--- src/rtl/mem_arbiter_rr.sv ---
// mem_arbiter_rr: serialises whole-line memory transactions from N_PORTS
// cache-side requesters onto the single external memory port.
// Optional feature macro: ARB_RR_EN. When it is defined, arbitration is
// round-robin. When it is undefined, arbitration is fixed priority and the
// lowest index wins.
// FSM: IDLE -> BUSY (memory request held until mem_ack) -> RESP (ack pulse) -> IDLE.

// Per-port helper. It marks a request as "at or after the round-robin
// pointer", so the top level can pick the first such port and wrap to the
// lowest requester when no port qualifies.
module mem_arbiter_rr_lane #(
  parameter int IDX_W = 2,
  parameter int IDX   = 0
) (
  input  logic             req,
  input  logic [IDX_W-1:0] ptr,
  output logic             hi
);
  localparam logic [IDX_W-1:0] MY_IDX = IDX_W'(IDX);

  assign hi = req && (MY_IDX >= ptr);
endmodule

module mem_arbiter_rr #(
  parameter int N_PORTS = 3,
  parameter int ADDR_W  = 32,
  parameter int DATA_W  = 128
) (
  input  logic                        clk,
  input  logic                        reset,
  input  logic [N_PORTS-1:0]          req_valid,
  input  logic [N_PORTS-1:0]          req_rw,
  input  logic [N_PORTS*ADDR_W-1:0]   req_addr,
  input  logic [N_PORTS*DATA_W-1:0]   req_wdata,
  output logic [N_PORTS-1:0]          req_ack,
  output logic [DATA_W-1:0]           rdata,
  output logic [2:0]                  grant_id,
  output logic                        busy,
  output logic                        mem_enable,
  output logic                        mem_rw,
  output logic [ADDR_W-1:0]           mem_addr,
  output logic [DATA_W-1:0]           mem_data_in,
  input  logic                        mem_ack,
  input  logic [DATA_W-1:0]           mem_data_out
);
  localparam int IDX_W = (N_PORTS > 1) ? $clog2(N_PORTS) : 1;
  localparam logic [IDX_W-1:0] LAST_IDX = IDX_W'(N_PORTS - 1);

  typedef enum logic [1:0] {IDLE, BUSY, RESP} state_t;

  typedef struct packed {
    logic              rw;
    logic [ADDR_W-1:0] addr;
    logic [DATA_W-1:0] wdata;
  } mem_req_t;

  state_t state, state_nxt;

  logic [N_PORTS-1:0][ADDR_W-1:0] addr_arr;
  logic [N_PORTS-1:0][DATA_W-1:0] wdata_arr;
  logic [N_PORTS-1:0]             hi_req;
  logic [IDX_W-1:0]               win_idx;
  logic [IDX_W-1:0]               gnt_idx;
  logic                           any_req;
  mem_req_t                       sel;

  assign addr_arr  = req_addr;
  assign wdata_arr = req_wdata;
  assign any_req   = |req_valid;

`ifdef ARB_RR_EN
  logic [IDX_W-1:0] rr_ptr;

  for (genvar i = 0; i < N_PORTS; i++) begin : g_lane
    mem_arbiter_rr_lane #(.IDX_W(IDX_W), .IDX(i)) u_lane (
      .req (req_valid[i]),
      .ptr (rr_ptr),
      .hi  (hi_req[i])
    );
  end

  // Move the pointer to the port after the winner, so the winner gets the lowest priority next time.
  always_ff @(posedge clk or negedge reset) begin
    if (!reset)
      rr_ptr <= '0;
    else if (state == IDLE && any_req)
      rr_ptr <= (win_idx == LAST_IDX) ? '0 : win_idx + IDX_W'(1);
  end
`else
  // Fixed priority: the search always starts at port 0.
  assign hi_req = req_valid;
`endif

  // Winner is the lowest port at or after the pointer. If no port qualifies, it wraps to the lowest requester.
  always_comb begin
    win_idx = '0;
    for (int i = N_PORTS - 1; i >= 0; i--)
      if (req_valid[i]) win_idx = IDX_W'(i);
    for (int i = N_PORTS - 1; i >= 0; i--)
      if (hi_req[i]) win_idx = IDX_W'(i);
    sel.rw    = req_rw[win_idx];
    sel.addr  = addr_arr[win_idx];
    sel.wdata = wdata_arr[win_idx];
  end

  // State register.
  always_ff @(posedge clk or negedge reset) begin
    if (!reset) state <= IDLE;
    else        state <= state_nxt;
  end

  // Next-state logic. mem_ack only matters in BUSY.
  always_comb begin
    state_nxt = state;
    case (state)
      IDLE:    if (any_req) state_nxt = BUSY;
      BUSY:    if (mem_ack) state_nxt = RESP;
      RESP:    state_nxt = IDLE;
      default: state_nxt = IDLE;
    endcase
  end

  // Registered outputs. The memory request is latched at grant and stays frozen until mem_ack.
  always_ff @(posedge clk or negedge reset) begin
    if (!reset) begin
      mem_enable  <= 1'b0;
      mem_rw      <= 1'b0;
      mem_addr    <= '0;
      mem_data_in <= '0;
      req_ack     <= '0;
      rdata       <= '0;
      grant_id    <= '0;
      gnt_idx     <= '0;
      busy        <= 1'b0;
    end else begin
      req_ack <= '0;
      case (state)
        IDLE: if (any_req) begin
          mem_enable  <= 1'b1;
          mem_rw      <= sel.rw;
          mem_addr    <= sel.addr;
          mem_data_in <= sel.wdata;
          gnt_idx     <= win_idx;
          grant_id    <= 3'(win_idx);
          busy        <= 1'b1;
        end
        BUSY: if (mem_ack) begin
          if (!mem_rw) rdata <= mem_data_out;
          mem_enable <= 1'b0;
          req_ack    <= N_PORTS'(1) << gnt_idx;
        end
        RESP:    busy <= 1'b0;
        default: ;
      endcase
    end
  end
endmodule

--- config.mk ---
export PLATFORM = sky130hd
export DESIGN_NAME = mem_arbiter_rr
export DESIGN_NICKNAME = d
export VERILOG_FILES = /design/src/rtl/mem_arbiter_rr.sv
export SDC_FILE = /design/constraint.sdc
export NUM_CORES = 1
export LEC_CHECK = 0
export CORE_AREA = 2 2 351 353
export DETAILED_ROUTE_END_ITERATION = 8
export DIE_AREA = 0 0 353 355
export SETUP_SLACK_MARGIN = 0.02
export SLEW_MARGIN = 20
export SYNTH_ARGS = -nofsm -noshare
export SYNTH_HDL_FRONTEND = slang
export SYNTH_SLANG_ARGS = --single-unit
--- constraint.sdc ---
create_clock -name clk -period 2.3 [get_ports clk]
set_input_delay 0.69 -clock clk [delete_from_list [all_inputs] [get_ports clk]]
set_output_delay 0.69 -clock clk [all_outputs]
set_load 0.005 [all_outputs]
---- After elaboration in Yosys (flattened, before gate mapping) ----
Index checks and enable logic that the tools add are counted.
storage, ports and cells
  flip-flop bits (word level) ............. 298
  output and inout port bits .............. 297
  logic and storage cells ................. 43
cells by class
  magnitude comparators ................... 1
  equal/unequal tests ..................... 4
  shift operators ......................... 1
  multiplexer cells ....................... 18
  bitwise gates (word level) .............. 1
  reductions and logical operators ........ 9
operator list
  cell                                                        number
  binary-select mux 128 bit (select 2 bit)                    1
  2-to-1 mux 128 bit                                          1
  binary-select mux 32 bit (select 2 bit)                     1
  2-to-1 mux 32 bit                                           1
  2-to-1 mux 2 bit                                            5
  2-to-1 mux 3 bit                                            2
  AND reduction 2 bit                                         3
  AND reduction 3 bit                                         2
  inequality test 2 bit, second input constant                2
  case mux 1 bit (2 select lines)                             2
  case mux 2 bit (2 select lines)                             1
  nonzero test 2 bit                                          2
  less-than comparator 2 x 3 -> 1 bit, second input constant  1
  2-to-1 mux 1 bit                                            3
  OR reduction 3 bit                                          1
  << shifter 1 x 2 -> 3 bit, first input constant             1
  binary-select mux 1 bit (select 2 bit)                      1
  == test 2 x 1 -> 1 bit, second input constant               1
  == test 2 bit, second input constant                        1
  zero test 2 bit                                             1
  inverter 1 bit                                              1

---- Longest topological paths before layout ----
Gate-level depths: netlist of the first run.
  word-level depth ........................ 5
  depth in mapped cells ................... 7

---- Worst setup path before layout of the first run ----
No wires, ideal clock.
  path type ............................... in2reg
  from .................................... input req_valid[2]
  to ...................................... register mem_addr[23]
  library setup time ...................... 130 ps
  arrival ................................. 1764 ps
  setup slack ............................. 406 ps
  stages on the path ...................... 6
  buffers on the path ..................... 3
  cell sequence ........................... buf_4 -> buf_4 -> buf_2 -> or3b_2 -> a21oi_1 -> o31ai_2
between the ends
  cells in the longest elaborated chain, start to end .. 5
  elaborated cells between the ends (all ways) .. 7
RTL lines
  what                                     line  text
  start, declared                          31    input logic [N_PORTS-1:0] req_valid,
  2-to-1 mux 2 bit (3 in a row)            100   if (hi_req[i]) win_idx = IDX_W'(i);
  binary-select mux 32 bit (select 2 bit)  102   sel.addr = addr_arr[win_idx];
  2-to-1 mux 32 bit (not written as such)  102
  end signal, assigned                     141   mem_addr <= sel.addr;
  end, declared                            41    output logic [ADDR_W-1:0] mem_addr,
Parallel ways exist; a longest one is shown, timed or not. The select of a mux whose other input is x is not followed.
A chain may end at the register's enable or synchronous reset.

---- Final worst setup path of the first run ----
  from .................................... register mem_addr[24]
  to ...................................... output mem_addr[24]
No word-level cell between the ends.

==> results of run 1 <==
==> cell usage after synthesis <==
master and instances:
a21oi_1 161, a2bb2oi_1 1, buf_1 11, buf_2 37, buf_4 18, buf_6 18, clkbuf_1 92, conb_1 1
dfrtp_1 298, inv_1 3, inv_2 1, mux2_2 128, nand2_1 2, nand2b_1 1, nand3b_1 1, nor2_1 2
nor3_1 1, nor3_2 1, nor3b_1 2, o21ai_0 164, o22ai_1 161, o31ai_1 140, o31ai_2 22, o41ai_1 1
or2_2 162, or2_4 1, or3b_1 71, or3b_2 90
==> routing by layer <==
layer | wire, µm | vias to the layer above
met5 | 97 | -
met4 | 2913 | 16
met3 | 9636 | 146
met2 | 43100 | 842
met1 | 39360 | 8648
li1 | - | 7777
==> cells by family (layout without fill, tap and decap cells) <==
group,after synthesis,after routing,synth area share
AO/OA/AOI/OAI,650,650,0.2441
flip-flops,298,298,0.4576
AND/OR/NAND/NOR,334,334,0.1529
buffers and inverters,180,1106,0.05674
multiplexers,128,128,0.08845
other,1,7,0.0002301
==> through the flow <==
stage,worst slack (ns),hold slack [ns],utilization,power (W)
6_report,0.09574,0.4924,0.2400,0.02987
5_1_grt,0.02210,0.4903,0.2400,0.03181
4_1_cts,0.02242,0.4544,0.2398,0.03050
3_5_place_dp,-0.06861,0.4809,0.2295,0.02414
3_3_place_gp,-0.05303,0.4830,0.2295,0.02402
2_1_floorplan,0.4057,0.3944,-,0.01441
==> how the worst max path moves through the flow <==
stage / slack (ns) / cells past startpoint / to
2_1_floorplan: 0.41 / 6 / mem_addr[23]$_DFFE_PN0P_
3_3_place_gp: -0.05 / 6 / rdata[57]$_DFFE_PN0P_
3_5_place_dp: -0.07 / 6 / rdata[45]$_DFFE_PN0P_
4_1_cts: 0.02 / 1 / mem_addr[22]
5_1_grt: 0.02 / 1 / mem_addr[24]
6_report: 0.1 / 1 / mem_addr[24]
==> final cells by class <==
type / instances / area [µm²]
Antenna cell: 6 / 15.01
Clock buffer: 52 / 1106
Clock inverter: 18 / 195.2
Fill cell: 13170 / 92260
Inverter: 4 / 20.02
Multi-Input combinational cell: 1113 / 7938
Sequential cell: 298 / 7470
Tap cell: 1625 / 2033
Timing Repair Buffer: 1032 / 10360
==> sequential cells by signal, indices dropped and copies added (netlist names) <==
name         flops
mem_addr        32
state            2
busy             1
mem_rw           1
mem_enable       1
mem_data_in    128
grant_id         2
rdata          128
req_ack          3
==> power breakdown <==
| group | internal, W | switching [W] | leakage [nW] |
|---|---|---|---|
| Combinational | 0.00787 | 0.00605 | 6.79 |
| Sequential | 0.00793 | 0.00160 | 3.58 |
| Clock | 0.00373 | 0.00269 | 0.637 |
| Total | 0.0195 | 0.0103 | 11.0 |
==> repair_timing <==
item | 4_1_cts | 5_1_grt
setup endpoints to repair | 65 | 6
hold buffers | 1 | 0
buffers inserted | 1 | 0
gates resized for setup | 74 | 6
cloned | 0 | 0
hold endpoints to repair | 1 | 0
==> results.txt, run 1 <==
Die width = 353 µm
Vias in the first global route = 17300
DRC Markers = 0
Syn nets = 2208
Commonest non-fill, non-tap cell in the layout = clkdlybuf4s50_1
TritonCTS buffer count = 40
Setup violators final = 0
PwrDens = 1025 nW/µm²
Worst-path clk slew = 0.06 ns
Placer Congestion = 0.9234
RSZ-0062 raised after global routing = false
Max Slew Vio Count = 0
Register-to-Register Path Depth = 5
Synth Register Bits = 298
Max IR drop VDD = 509.1 µV
Global-route wire length before repair = 131.3 mm
Initial DRC count = 1079
Yosys warns = 0
GR met1 Demand/Resource = 0.1816
Die H = 355 µm
Gr usage total = 0.1444
Area Overhead vs Synth = 78.82%
Status = complete, no violations
Area after DPL = 27860 µm²
Max cap viols = 0
Wire per inst = 22.93 µm
CTS Root Buffer Type = clkbuf_16
Final WL = 95.11 mm
Top cell type's share of synthesized area = 0.4576
CP required = 1.61 ns
Minimum clock period after layout = 2.204 ns
Post-detail-place hpwl = 73.97 mm
Yosys cell types = 28
Worst path cell trace = clkdlybuf4s50_1
CTS tree = done
Met2 Usage GRT = 0.2253
Worst EP arrival = 1.51 ns
R2r startpoint = state[0]$_DFFE_PN0P_
Setup TNS = 0 ns
Layout net count = 3106
Critical R2R Capture = mem_data_in[66]$_DFFE_PN0P_
Hold Path Sink = busy$_DFFE_PN0P_
Worst hold start = state[1]$_DFFE_PN0P_
Top delay family on crit path = buffers and inverters
Core Area = 121400 µm²
CP startpoint = mem_addr[24]$_DFFE_PN0P_
Clk_skew = 0.01829 ns
HP Class = register to register
Critical path launch point type = register
FP Rows = 128
Worst setup path class = register to output pin
Crit. End Element = output pin
Port Buffers = 912
Tcrit/Tclk final = 0.9584
Antenna-violating nets left = 0
Pleak = 11.00 nW
Layout cells sized above 1 = 0.2408
Pin count of the biggest net entering global routing = 69
Register area share after synthesis = 0.4576
R2r setup slk = 0.42 ns
Clock sink total = 298
Final Non-Filler Cells = 4148
Post-synthesis area per instance = 10.24 µm²
Critical path's slowest cell = clkdlybuf4s50_1
Initial antenna violation count = 34
Via/cell ratio = 4.202
Final Hold Viols = 0
Initial core utilization = 0.1342
Mapped Area = 16300 µm²
Cell taking the most area after synthesis = dfrtp_1
IO Count = 914
DR vias = 17430
Clk Latency, worst-skew pair = 0.60 ns
Final non-filler cell area = 29140 µm²
Most frequent cells in the layout = clkdlybuf4s50_1, dfrtp_1, o21ai_0
Total gr overflow = 0
Pre-antenna DRT Iters = 5
Gr busiest metal = met2
Top cells by area, synth = dfrtp_1, mux2_2, o31ai_1, or2_2, o22ai_1
Hold path depth = 1
Crit path buf inv count = 1
Critical path peak fanout = 2
Htree depth = 2
Cells after DPL = 4070
Die area = 125300 µm²
Worst Max-Slew Pin Slew = 0.6728 ns
Achievable frequency = 453.7 MHz
Max Root-Sink Buffers = 3
Slew headroom = 0.5515
Max incr delay on CP = 0.59 ns
Post-Syn Instances = 1591
GR met3 Demand/Resource = 0.05692
Note: power is estimated with default switching activity, not from simulation.
==> run 2: changes to the inputs <==
SYNTH_HIERARCHICAL = 1   (was unset)
==> results of run 2 <==
The final DEF is identical to that of run 1; final timing and power are the same.
Main changes from that run: Yosys warning count 0 -> 6
